File: config.mk
export PLATFORM = sky130hd
export DESIGN_NAME = uart_rx_v1_0
export DESIGN_NICKNAME = d
export VERILOG_FILES = /design/src/rtl/uart_pkg.sv /design/src/rtl/uart_rx_byte.sv /design/src/rtl/uart_rx_v1_0.sv
export SDC_FILE = /design/constraint.sdc
export NUM_CORES = 1
export LEC_CHECK = 0
export CAP_MARGIN = 20
export CORE_UTILIZATION = 50
export CTS_CLUSTER_DIAMETER = 60
export DETAILED_ROUTE_END_ITERATION = 8
export DONT_BUFFER_PORTS = 1
export GPL_TIMING_DRIVEN = 0
export PLACE_DENSITY = 0.74
export SLEW_MARGIN = 5
export SYNTH_ARGS = -nofsm -noshare
export SYNTH_HDL_FRONTEND = slang
export SYNTH_SLANG_ARGS = --single-unit
File: constraint.sdc
create_clock -name clk -period 3.23 [get_ports clk]
set_input_delay 0.4845 -clock clk [delete_from_list [all_inputs] [get_ports clk]]
set_output_delay 0.4845 -clock clk [all_outputs]
set_load 0.02 [all_outputs]
File: src/rtl/uart_pkg.sv
// Definitions shared by the UART transmitter and receiver: frame geometry,
// byte FSM state encoding and the default baud prescaler.
package uart_pkg;

    localparam int unsigned BitsPerByte      = 8;
    localparam int unsigned DefaultPrescaler = 869;

    typedef enum logic [2:0] {
        StIdle,
        StStart,
        StData,
        StStop,
        StBreak
    } uart_state_e;

endpackage

File: src/rtl/uart_rx_byte.sv
// 8N1 byte receiver: input synchronizer, baud counter and byte FSM. Emits a
// byte strobe on a good stop bit and a frame-error strobe on a low stop bit.
module uart_rx_byte
    import uart_pkg::*;
#(
    parameter int unsigned p_baudrate_prescaler  = DefaultPrescaler,
    parameter int unsigned pw_baudrate_prescaler = 10
) (
    input  logic                   clk,
    input  logic                   rstn,
    input  logic                   rx,
    output logic [BitsPerByte-1:0] rx_byte,
    output logic                   byte_strobe,
    output logic                   frame_error,
    output logic                   start_edge,
    output logic                   line_idle
);

    localparam int unsigned PW = pw_baudrate_prescaler;
    localparam logic [PW-1:0] HalfCnt = PW'(p_baudrate_prescaler / 2);
    localparam logic [PW-1:0] FullCnt = PW'(p_baudrate_prescaler);
    localparam logic [2:0]    LastBit = 3'(BitsPerByte - 1);

    logic [1:0]             sync_q;
    logic                   prev_q;
    logic                   rx_s;
    uart_state_e            state_q, state_d;
    logic [PW-1:0]          cnt_q, cnt_d;
    logic [2:0]             bit_idx_q, bit_idx_d;
    logic [BitsPerByte-1:0] shift_q, shift_d;

    assign rx_s      = sync_q[1];
    assign rx_byte   = shift_q;
    assign line_idle = (state_q == StIdle);

    always_ff @(posedge clk or negedge rstn) begin
        if (!rstn) begin
            sync_q    <= 2'b11;
            prev_q    <= 1'b1;
            state_q   <= StIdle;
            cnt_q     <= '0;
            bit_idx_q <= '0;
            shift_q   <= '0;
        end else begin
            sync_q    <= {sync_q[0], rx};
            prev_q    <= rx_s;
            state_q   <= state_d;
            cnt_q     <= cnt_d;
            bit_idx_q <= bit_idx_d;
            shift_q   <= shift_d;
        end
    end

    always_comb begin
        state_d     = state_q;
        cnt_d       = cnt_q;
        bit_idx_d   = bit_idx_q;
        shift_d     = shift_q;
        byte_strobe = 1'b0;
        frame_error = 1'b0;
        start_edge  = 1'b0;
        unique case (state_q)
            StIdle: begin
                cnt_d     = '0;
                bit_idx_d = '0;
                if (prev_q && !rx_s) begin
                    start_edge = 1'b1;
                    state_d    = StStart;
                end
            end
            StStart: begin
                // Mid-bit check rejects glitches shorter than half a bit.
                if (cnt_q == HalfCnt) begin
                    cnt_d   = '0;
                    state_d = rx_s ? StIdle : StData;
                end else begin
                    cnt_d = cnt_q + PW'(1);
                end
            end
            StData: begin
                if (cnt_q == FullCnt) begin
                    cnt_d     = '0;
                    shift_d   = {rx_s, shift_q[BitsPerByte-1:1]};
                    bit_idx_d = bit_idx_q + 3'd1;
                    if (bit_idx_q == LastBit) begin
                        state_d = StStop;
                    end
                end else begin
                    cnt_d = cnt_q + PW'(1);
                end
            end
            StStop: begin
                if (cnt_q == FullCnt) begin
                    cnt_d = '0;
                    if (rx_s) begin
                        byte_strobe = 1'b1;
                        state_d     = StIdle;
                    end else begin
                        frame_error = 1'b1;
                        state_d     = StBreak;
                    end
                end else begin
                    cnt_d = cnt_q + PW'(1);
                end
            end
            StBreak: begin
                if (rx_s) begin
                    state_d = StIdle;
                end
            end
            default: state_d = StIdle;
        endcase
    end

endmodule

File: src/rtl/uart_rx_v1_0.sv
// UART receiver top: packs received bytes MSB-byte-first into a word of
// programmable length, discards stale partial words, and offers valid/ready.
module uart_rx_v1_0
    import uart_pkg::*;
#(
    parameter int unsigned p_baudrate_prescaler    = DefaultPrescaler,
    parameter int unsigned pw_baudrate_prescaler   = 10,
    parameter int unsigned pw_parallel_input_width = 32,
    parameter int unsigned pw_index_width          = 10,
    parameter int unsigned p_timeout_bits          = 16
) (
    input  logic                               clk,
    input  logic                               rstn,
    input  logic                               i_rx,
    input  logic [pw_index_width-1:0]          ip_data_frame_width,
    output logic [pw_parallel_input_width-1:0] op_data,
    output logic                               o_data_valid,
    input  logic                               i_data_ready,
    output logic                               or_frame_error,
    output logic                               or_overrun
);

    localparam int unsigned W          = pw_parallel_input_width;
    localparam int unsigned PW         = pw_baudrate_prescaler;
    localparam int unsigned MaxBytes   = W / BitsPerByte;
    localparam int unsigned CountWidth = $clog2(MaxBytes + 1);
    localparam int unsigned TW         = $clog2(p_timeout_bits + 1);
    localparam logic [PW-1:0] FullCnt     = PW'(p_baudrate_prescaler);
    localparam logic [TW-1:0] TimeoutLast = TW'(p_timeout_bits - 1);

    logic [BitsPerByte-1:0] rx_byte;
    logic                   byte_strobe, frame_error, start_edge, line_idle;

    logic [W-1:0]          word_q, word_d, word_shift, data_q, data_d;
    logic [CountWidth-1:0] count_q, count_d, frame_bytes_q, frame_bytes_d, frame_bytes_req;
    logic [31:0]           width_bytes;
    logic [PW-1:0]         tick_q, tick_d;
    logic [TW-1:0]         period_q, period_d;
    logic                  valid_q, valid_d, ferr_q, ovr_q, ovr_d, timeout;
    logic                  unused_width_lsbs;

    uart_rx_byte #(
        .p_baudrate_prescaler (p_baudrate_prescaler),
        .pw_baudrate_prescaler(pw_baudrate_prescaler)
    ) u_byte (
        .clk        (clk),
        .rstn       (rstn),
        .rx         (i_rx),
        .rx_byte    (rx_byte),
        .byte_strobe(byte_strobe),
        .frame_error(frame_error),
        .start_edge (start_edge),
        .line_idle  (line_idle)
    );

    assign unused_width_lsbs = ^ip_data_frame_width[2:0];
    assign width_bytes       = 32'(ip_data_frame_width[pw_index_width-1:3]);
    // Keeps only the low W bits, i.e. {word[W-9:0], byte}.
    assign word_shift        = W'({word_q, rx_byte});

    assign op_data        = data_q;
    assign o_data_valid   = valid_q;
    assign or_frame_error = ferr_q;
    assign or_overrun     = ovr_q;

    always_comb begin
        if (width_bytes == 32'd0) begin
            frame_bytes_req = CountWidth'(1);
        end else if (width_bytes > MaxBytes) begin
            frame_bytes_req = CountWidth'(MaxBytes);
        end else begin
            frame_bytes_req = CountWidth'(width_bytes);
        end
    end

    always_comb begin
        word_d        = word_q;
        count_d       = count_q;
        frame_bytes_d = frame_bytes_q;
        data_d        = data_q;
        valid_d       = valid_q;
        ovr_d         = 1'b0;
        tick_d        = '0;
        period_d      = '0;
        timeout       = 1'b0;

        if (line_idle && count_q != '0 && !start_edge) begin
            if (tick_q == FullCnt) begin
                if (period_q == TimeoutLast) begin
                    timeout = 1'b1;
                end else begin
                    period_d = period_q + TW'(1);
                end
            end else begin
                tick_d   = tick_q + PW'(1);
                period_d = period_q;
            end
        end

        if (start_edge && count_q == '0) begin
            frame_bytes_d = frame_bytes_req;
        end

        if (valid_q && i_data_ready) begin
            valid_d = 1'b0;
        end

        if (frame_error || timeout) begin
            word_d  = '0;
            count_d = '0;
        end else if (byte_strobe) begin
            if (count_q + CountWidth'(1) == frame_bytes_q) begin
                word_d  = '0;
                count_d = '0;
                // A held word that is being transferred this cycle frees the slot.
                if (!valid_q || i_data_ready) begin
                    data_d  = word_shift;
                    valid_d = 1'b1;
                end else begin
                    ovr_d = 1'b1;
                end
            end else begin
                word_d  = word_shift;
                count_d = count_q + CountWidth'(1);
            end
        end
    end

    always_ff @(posedge clk or negedge rstn) begin
        if (!rstn) begin
            word_q        <= '0;
            count_q       <= '0;
            frame_bytes_q <= CountWidth'(1);
            data_q        <= '0;
            valid_q       <= 1'b0;
            ferr_q        <= 1'b0;
            ovr_q         <= 1'b0;
            tick_q        <= '0;
            period_q      <= '0;
        end else begin
            word_q        <= word_d;
            count_q       <= count_d;
            frame_bytes_q <= frame_bytes_d;
            data_q        <= data_d;
            valid_q       <= valid_d;
            ferr_q        <= frame_error;
            ovr_q         <= ovr_d;
            tick_q        <= tick_d;
            period_q      <= period_d;
        end
    end

endmodule

==> results of run 1 <==
## power by group through the flow
stage,Clock (mW),Sequential (mW),Combinational (mW)
global placement,0,1.46,0.170
detailed placement,0,1.46,0.178
finish,0.821,1.43,0.204
floorplan,0,1.44,0.144
CTS,0.838,1.43,0.208
global route,0.897,1.44,0.235
## layout by cell type (no fill, tap or decap), drive strengths merged, types with 3 or more instances in the layout
cell type,netlist,final
or3,6,6
clkbuf,6,16
inv,12,16
xor2,4,4
and2,5,5
nand2,19,19
a21oi,6,6
nand2b,5,5
a22o,27,27
xnor2,8,8
ha,10,10
mux2i,3,3
nand3,14,14
nor4,3,3
mux2,42,42
o22ai,4,4
nor2,19,19
dfstp,4,4
and3b,3,3
nor3b,3,3
buf,6,7
o21ai,10,10
dfrtp,103,103
nand4,6,6
nor3,11,11
## worst max path at each step
stage                     startpoint     endpoint  cells after the start  slack (ps)
final                     count_q[0]  op_data[27]                      7         560
after global routing      count_q[0]  op_data[27]                      8         420
after CTS                 count_q[0]  op_data[27]                      7         530
after detailed placement  count_q[0]  op_data[26]                      7         520
after global placement    count_q[0]  op_data[25]                      8         620
after floorplan           count_q[0]  op_data[13]                      7         970
## sequential cells by signal, indices dropped and copies added (netlist names), 3 cells and up
register,flops
frame_bytes_q,3
tick_q,10
count_q,3
u_byte.rx_byte,8
u_byte.cnt_q,10
u_byte.bit_idx_q,3
period_q,5
op_data,32
word_q,24
u_byte.state_q,3
## kinds of logic after synthesis
group | count (synthesis) | synth area share
adder cells (fa/ha/maj) | 10 | 0.0273
multiplexers | 45 | 0.110
buffers and inverters | 24 | 0.0270
AO/OA/AOI/OAI | 59 | 0.0965
XOR/XNOR | 13 | 0.0281
AND/OR/NAND/NOR | 106 | 0.127
flip-flops | 107 | 0.585
## layer usage
| layer | GRT usage | up-vias | share of wire |
|---|---|---|---|
| li1 | - | 1344 | - |
| met1 | 0.257 | 1450 | 0.47 |
| met2 | 0.298 | 54 | 0.47 |
| met3 | 0.0515 | 15 | 0.045 |
| met4 | 0.0909 | 0 | 0.022 |
| met5 | 0 | - | 0 |
## what timing repair did
item	4_1_cts	5_1_grt
endpoints found under the hold margin	107	0
setup buffers	0	0
hold buffers	1	0
## worst max-delay path: cells and delay by family (launching register included)
kind,cells,cell delay (ps)
multiplexers,1,370
XOR/XNOR,1,360
buffers and inverters,2,530
AND/OR/NAND/NOR,2,630
adder cells (fa/ha/maj),1,260
flip-flops,1,420
## layout make-up
cell class | instances | area [um2]
Inverter | 12 | 45.0
Tap cell | 108 | 135
Clock inverter | 6 | 65.1
Clock buffer | 10 | 138
Sequential cell | 107 | 2680
Multi-Input combinational cell | 233 | 1780
Fill cell | 723 | 3850
Buffer | 12 | 78.8
Timing Repair Buffer | 1 | 27.5
## per-stage QoR
stage	instance area [um2]	util	setup WS [ps]	hold slack [ps]	instances
final	4950	0.563	556	36.2	489
after global routing	4950	0.563	416	62.2	489
after CTS	4950	0.563	533	52.1	489
after detailed placement	4720	0.537	522	193	472
after global placement	4720	0.537	621	192	472
after floorplan	4590	-	968	189	364
==> key figures, run 1 <==
Die
  • Starting density of the core: 0.521
  • Number of primary I/O pins: 49
  • Row cnt: 34
  • Die height: 97.8 um
  • Die Wd: 97.8 um
  • Core area: 8810 um2
  • Die area: 9570 um2

Detailed routing
  • DR DRC count: 10
  • Initial DRC count: 150
  • DR vias: 2863
  • Wirelength per Cell: about 17 um
  • Final ANT Viol Nets: 0
  • DR vias/cell: 5.85
  • DRT Pass-1 Iters: 8
  • Routed wire length: approximately 8.4 mm

GRT
  • Largest net degree at the start of global routing: 108
  • Number of global-route vias before repair: 2874
  • Initial antenna violation count: 0
  • First-pass GRT wire length: ~14 mm
  • Tot GR Track Use: 0.194
  • GR Overflow Total: 0

Setup path
  • RR Endpoint: op_data[27]
  • R2R Setup Slk: ~560 ps
  • CP max stage delay: 420 ps
  • Worst setup EP type: register
  • Reg2reg start: count_q[0]
  • CP required: 3500 ps
  • Slowest cell on the critical path: dfrtp_1
  • Worst Path Max Fanout: 10
  • R2r worst-path depth: 7
  • Arr. time, crit path: 2940 ps
  • Startpoint types: register
  • Critical path type: reg -> reg
  • CP Cell Sequence: ha_1 -> xor3_1 -> nor3_1 -> and3b_1 -> clkbuf_1 -> buf_2 -> mux2_2

STA
  • Final worst-path cycle share: 0.828
  • Slew Viols, Final: 0
  • Slew margin rel.: 0.598
  • Actual slew at the worst max-slew pin: approximately 600 ps
  • Final Hold Violating Endpoints: 0
  • Setup-failing EPs final: 0
  • Clock Skew: roughly 15 ps
  • RSZ-0062 raised after global routing: false
  • Fmax: 374 MHz
  • Setup TNS: 0 ps
  • Final worst path period need: 2670 ps

Power and ir drop
  • Clock power frac: 0.334
  • Total power: 2.46 mW
  • Leakage: 2.33 nW
  • Net Switching: 0.669 mW
  • Internal power: 1.79 mW
  • Combinational Power Share: 0.083
  • PD cells: 496 nW/um2
  • VDD IR max: 0.209 mV
  • Switching share of power: 0.272
  • Share of total power in sequential cells: 0.583

Synth
  • Post-Syn Area: ~4600 um2
  • Ranking of synthesized cells by area: dfrtp_1 (56%), mux2_2 (10%), a22o_1 (5.2%)
  • Netlist cell types: just over 50
  • Fraction of registers with async set or reset after synthesis: 1.00
  • Mean Syn Cell Area: ~13 um2
  • EDFF count, synth: 0
  • Post-synth net total: 388
  • Commonest cells post-synth: dfrtp_1 (103), mux2_2 (41), a22o_1 (27)
  • Post-synth top area share: 0.562
  • Mapped Cells: 364
  • Synth warn: 0
  • Most frequent cell after synthesis: dfrtp_1
  • Ys flop type: dfrtp_1
  • FF+latch count, synth: 107
  • Sequential area share after synthesis: 0.585
  • Area leader, netlist: dfrtp_1

Final layout
  • Nets: 400
  • Number of diodes: 0
  • Syn-to-layout area delta: 7.96%
  • Share of cells above drive strength 1: 0.192

Job
  • Max_cap viols: 0

Clock tree
  • H-tree depth: 3
  • # resized after CTS: 0
  • Root Driver: clkbuf_8
  • Clk buf depth: 2
  • Later-pin clock latency in the skew report: 390 ps
  • CTS sink cnt: 107
  • CTS buffer count: 9
  • CTS tree: done
  • Clk pin slew, worst setup/hold paths: 100 ps

Outcome
  • Status: finished with violations
  • Failing checks: design-rule violations

Hold path
  • HP Class: in -> async

Placed design
  • HPWL Detailed: 5.63 mm
  • Buffers on Ports: 0
  • Routability-driven placement congestion ratio: 0.835
(Power assumes the default switching activity.)
==> run 2: changes to the inputs <==
PLACE_DENSITY = 0.77   (was 0.74)
clock period = 2.2 ns   (was 3.23 ns; I/O delays follow)
==> run 2 against run 1 <==
Net effect:
- the run ends with design-rule violations, negative hold slack left
- fmax grew 25%
- via count grew 1.3%
- total power grew 46%
- non-clock buffer count grew 16
- register-to-register slack lost 500 ps
- clock-buffer cell count is the same
- clock power grew 39%
- global-route usage shrank 0.14 points
- sequential share of layout area shrank 2.4 points
- largest power group unchanged
==> key figures, run 2 (synthesis gave the netlist of run 1 again) <==
Clock tree
  • H-tree depth: 3 (unchanged)
  • CTS sink cnt: 107 (unchanged)
  • Later-pin clock latency in the skew report: 370 ps (-20 ps)
  • Root Driver: clkbuf_8
  • Clk buf depth: 2 (unchanged)
  • CTS tree: done
  • CTS buffer count: 9 (unchanged)
  • Hold buffers post-CTS: 1 (unchanged)
  • Clk pin slew, worst setup/hold paths: 100 ps (about the same)

Placed design
  • Placed Cells: 472 (unchanged)
  • DP Worst Slack: -378 ps (-900 ps)
  • Routability-driven placement congestion ratio: 0.886 (+6.1%)
  • HPWL Detailed: 5.68 mm (+1.0%)
  • Buffers on Ports: 0 (unchanged)

Die
  • Row cnt: 34 (unchanged)
  • Starting density of the core: 0.521 (unchanged)
  • Die area: 9570 um2 (unchanged)
  • Die height: 97.8 um (unchanged)
  • Die Wd: 97.8 um (unchanged)
  • Number of primary I/O pins: 49 (unchanged)
  • Core area: 8810 um2 (unchanged)

Power and ir drop
  • PD cells: 691 nW/um2 (+39%)
  • VDD IR max: 0.367 mV (+75%)
  • Total power: 3.59 mW (+46%)
  • Leakage: 2.44 nW (+4.3%)

STA
  • Slew Viols, Final: 0 (unchanged)
  • Setup TNS: 0 ps (unchanged)
  • Hold slack final: -352 ps (-389 ps)
  • RSZ-0062 raised after global routing: true
  • Setup-failing EPs final: 0 (unchanged)
  • Clock Skew: 15.7 ps (+0.820 ps)
  • Slew margin rel.: 0.690 (+0.0917)
  • Final Hold Violating Endpoints: 107 (+107)
  • Final worst path period need: 2140 ps (-533 ps)
  • Fmax: 467 MHz (+25%)
  • Actual slew at the worst max-slew pin: 459 ps (-144 ps)
  • Final worst-path cycle share: 0.973 (+0.145)
  • PnR worst setup slack: 59.0 ps (-497 ps)

Final layout
  • Number of diodes: 0 (unchanged)
  • Nets: 416 (+4.0%)
  • Register area: 2690 um2 (about the same)
  • Share of cells above drive strength 1: 0.257 (+0.0653)
  • Area of the multi-input gates: 1840 um2 (+2.9%)
  • Max reg flops: 32 (unchanged)
  • Commonest cells after routing, fill and taps aside: dfrtp_1 (101), mux2_2 (41), a22o_1 (27), nand2_1 (19), nor2_1 (18)
  • Most common cell after layout, fill and taps aside: dfrtp_1
  • Non-filler cells, final: 505 (+3.3%)
  • Final-layout fill cell count: 684 (-5.4%)
  • Syn-to-layout area delta: 13.1%

Setup path
  • Startpoint types: register
  • CP required: 2460 ps (-1040 ps)
  • Worst setup EP type: register
  • RR Endpoint: count_q[1]
  • Reg2reg start: u_byte.state_q[0]
  • Critical path type: reg -> reg
  • R2R Setup Slk: 60 ps (-500 ps)
  • Arr. time, crit path: 2400 ps (-540 ps)
  • R2r worst-path depth: 6 (-1)
  • Worst Path Max Fanout: 10 (unchanged)

Detailed routing
  • DR vias: 2899 (+1.3%)
  • DR DRC count: 4 (-6)
  • Initial DRC count: 115 (-23%)
  • Routed wire length: 8.63 mm (+2.4%)
  • Final ANT Viol Nets: 0 (unchanged)
  • Wirelength per Cell: 17.1 um (-0.85%)
  • DRT Pass-1 Iters: 7 (-1)
  • DR vias/cell: 5.74 (-2.0%)

Outcome
  • Failing checks: design-rule violations, negative hold slack
  • Status: finished with violations

Hold path
  • HP Class: in -> async

GRT
  • First-pass GRT wire length: 14.5 mm (+1.2%)
  • Largest net degree at the start of global routing: 108 (unchanged)
  • GR Overflow Total: 0 (unchanged)
  • Initial antenna violation count: 0 (unchanged)
  • Tot GR Track Use: 0.192 (-0.00137)
  • Number of global-route vias before repair: 2832 (-1.5%)

Job
  • Max_cap viols: 0 (unchanged)
==> run 2: worst max path at each step <==
stage / from / endpoint / slack (ps) / cells after the start
finish: u_byte.state_q[0] / count_q[1] / 60 / 6
global route: u_byte.cnt_q[1] / word_q[22] / -50 / 8
CTS: count_q[0] / count_q[1] / 3 / 7
detailed placement: count_q[0] / op_data[0] / -380 / 8
global placement: count_q[0] / op_data[25] / -260 / 8
floorplan: count_q[0] / op_data[13] / 20 / 7
==> run 2: worst max-delay path, cell delays in order (launching register included) <==
cell and delay (ps):
dfrtp_2 420, or3_4 400, or3_4 400, o31a_1 310, buf_6 150, buf_8 140
a22o_1 230
==> run 2: cell type report <==
type                            instances  share of cell area
Sequential cell                       107               0.517
Multi-Input combinational cell        233               0.354
Timing Repair Buffer                   18              0.0357
Tap cell                              108              0.0260
Clock buffer                           10              0.0246
Buffer                                 11              0.0219
Clock inverter                          6              0.0118
Inverter                               12             0.00868
==> run 2: per-layer routing <==
layer / track usage / share of wire / vias up
met5: 0 / 0 / -
met4: 0.0618 / 0.010 / 0
met3: 0.0523 / 0.047 / 6
met2: 0.306 / 0.49 / 51
met1: 0.259 / 0.45 / 1456
li1: - / - / 1386
==> run 2: timing repair <==
item | in CTS | in global routing
resized for setup | 14 | 14
pin swaps | 4 | 5
setup endpoints to repair | 53 | 63
buffers inserted | 6 | 9
endpoints found under the hold margin | 108 | 107
gates cloned | 0 | 2
==> run 2: where the power goes <==
| group | leakage (nW) | switching (mW) | internal [mW] |
|---|---|---|---|
| Clock | 0.0917 | 0.707 | 0.438 |
| Sequential | 1.47 | 0.0561 | 2.03 |
| Combinational | 0.878 | 0.186 | 0.172 |
==> run 2: metrics by stage <==
stage	area, um2	util
after floorplan	4590	-
after global placement	4730	0.537
after detailed placement	4730	0.537
after CTS	5010	0.569
after global routing	5190	0.589
final	5190	0.589
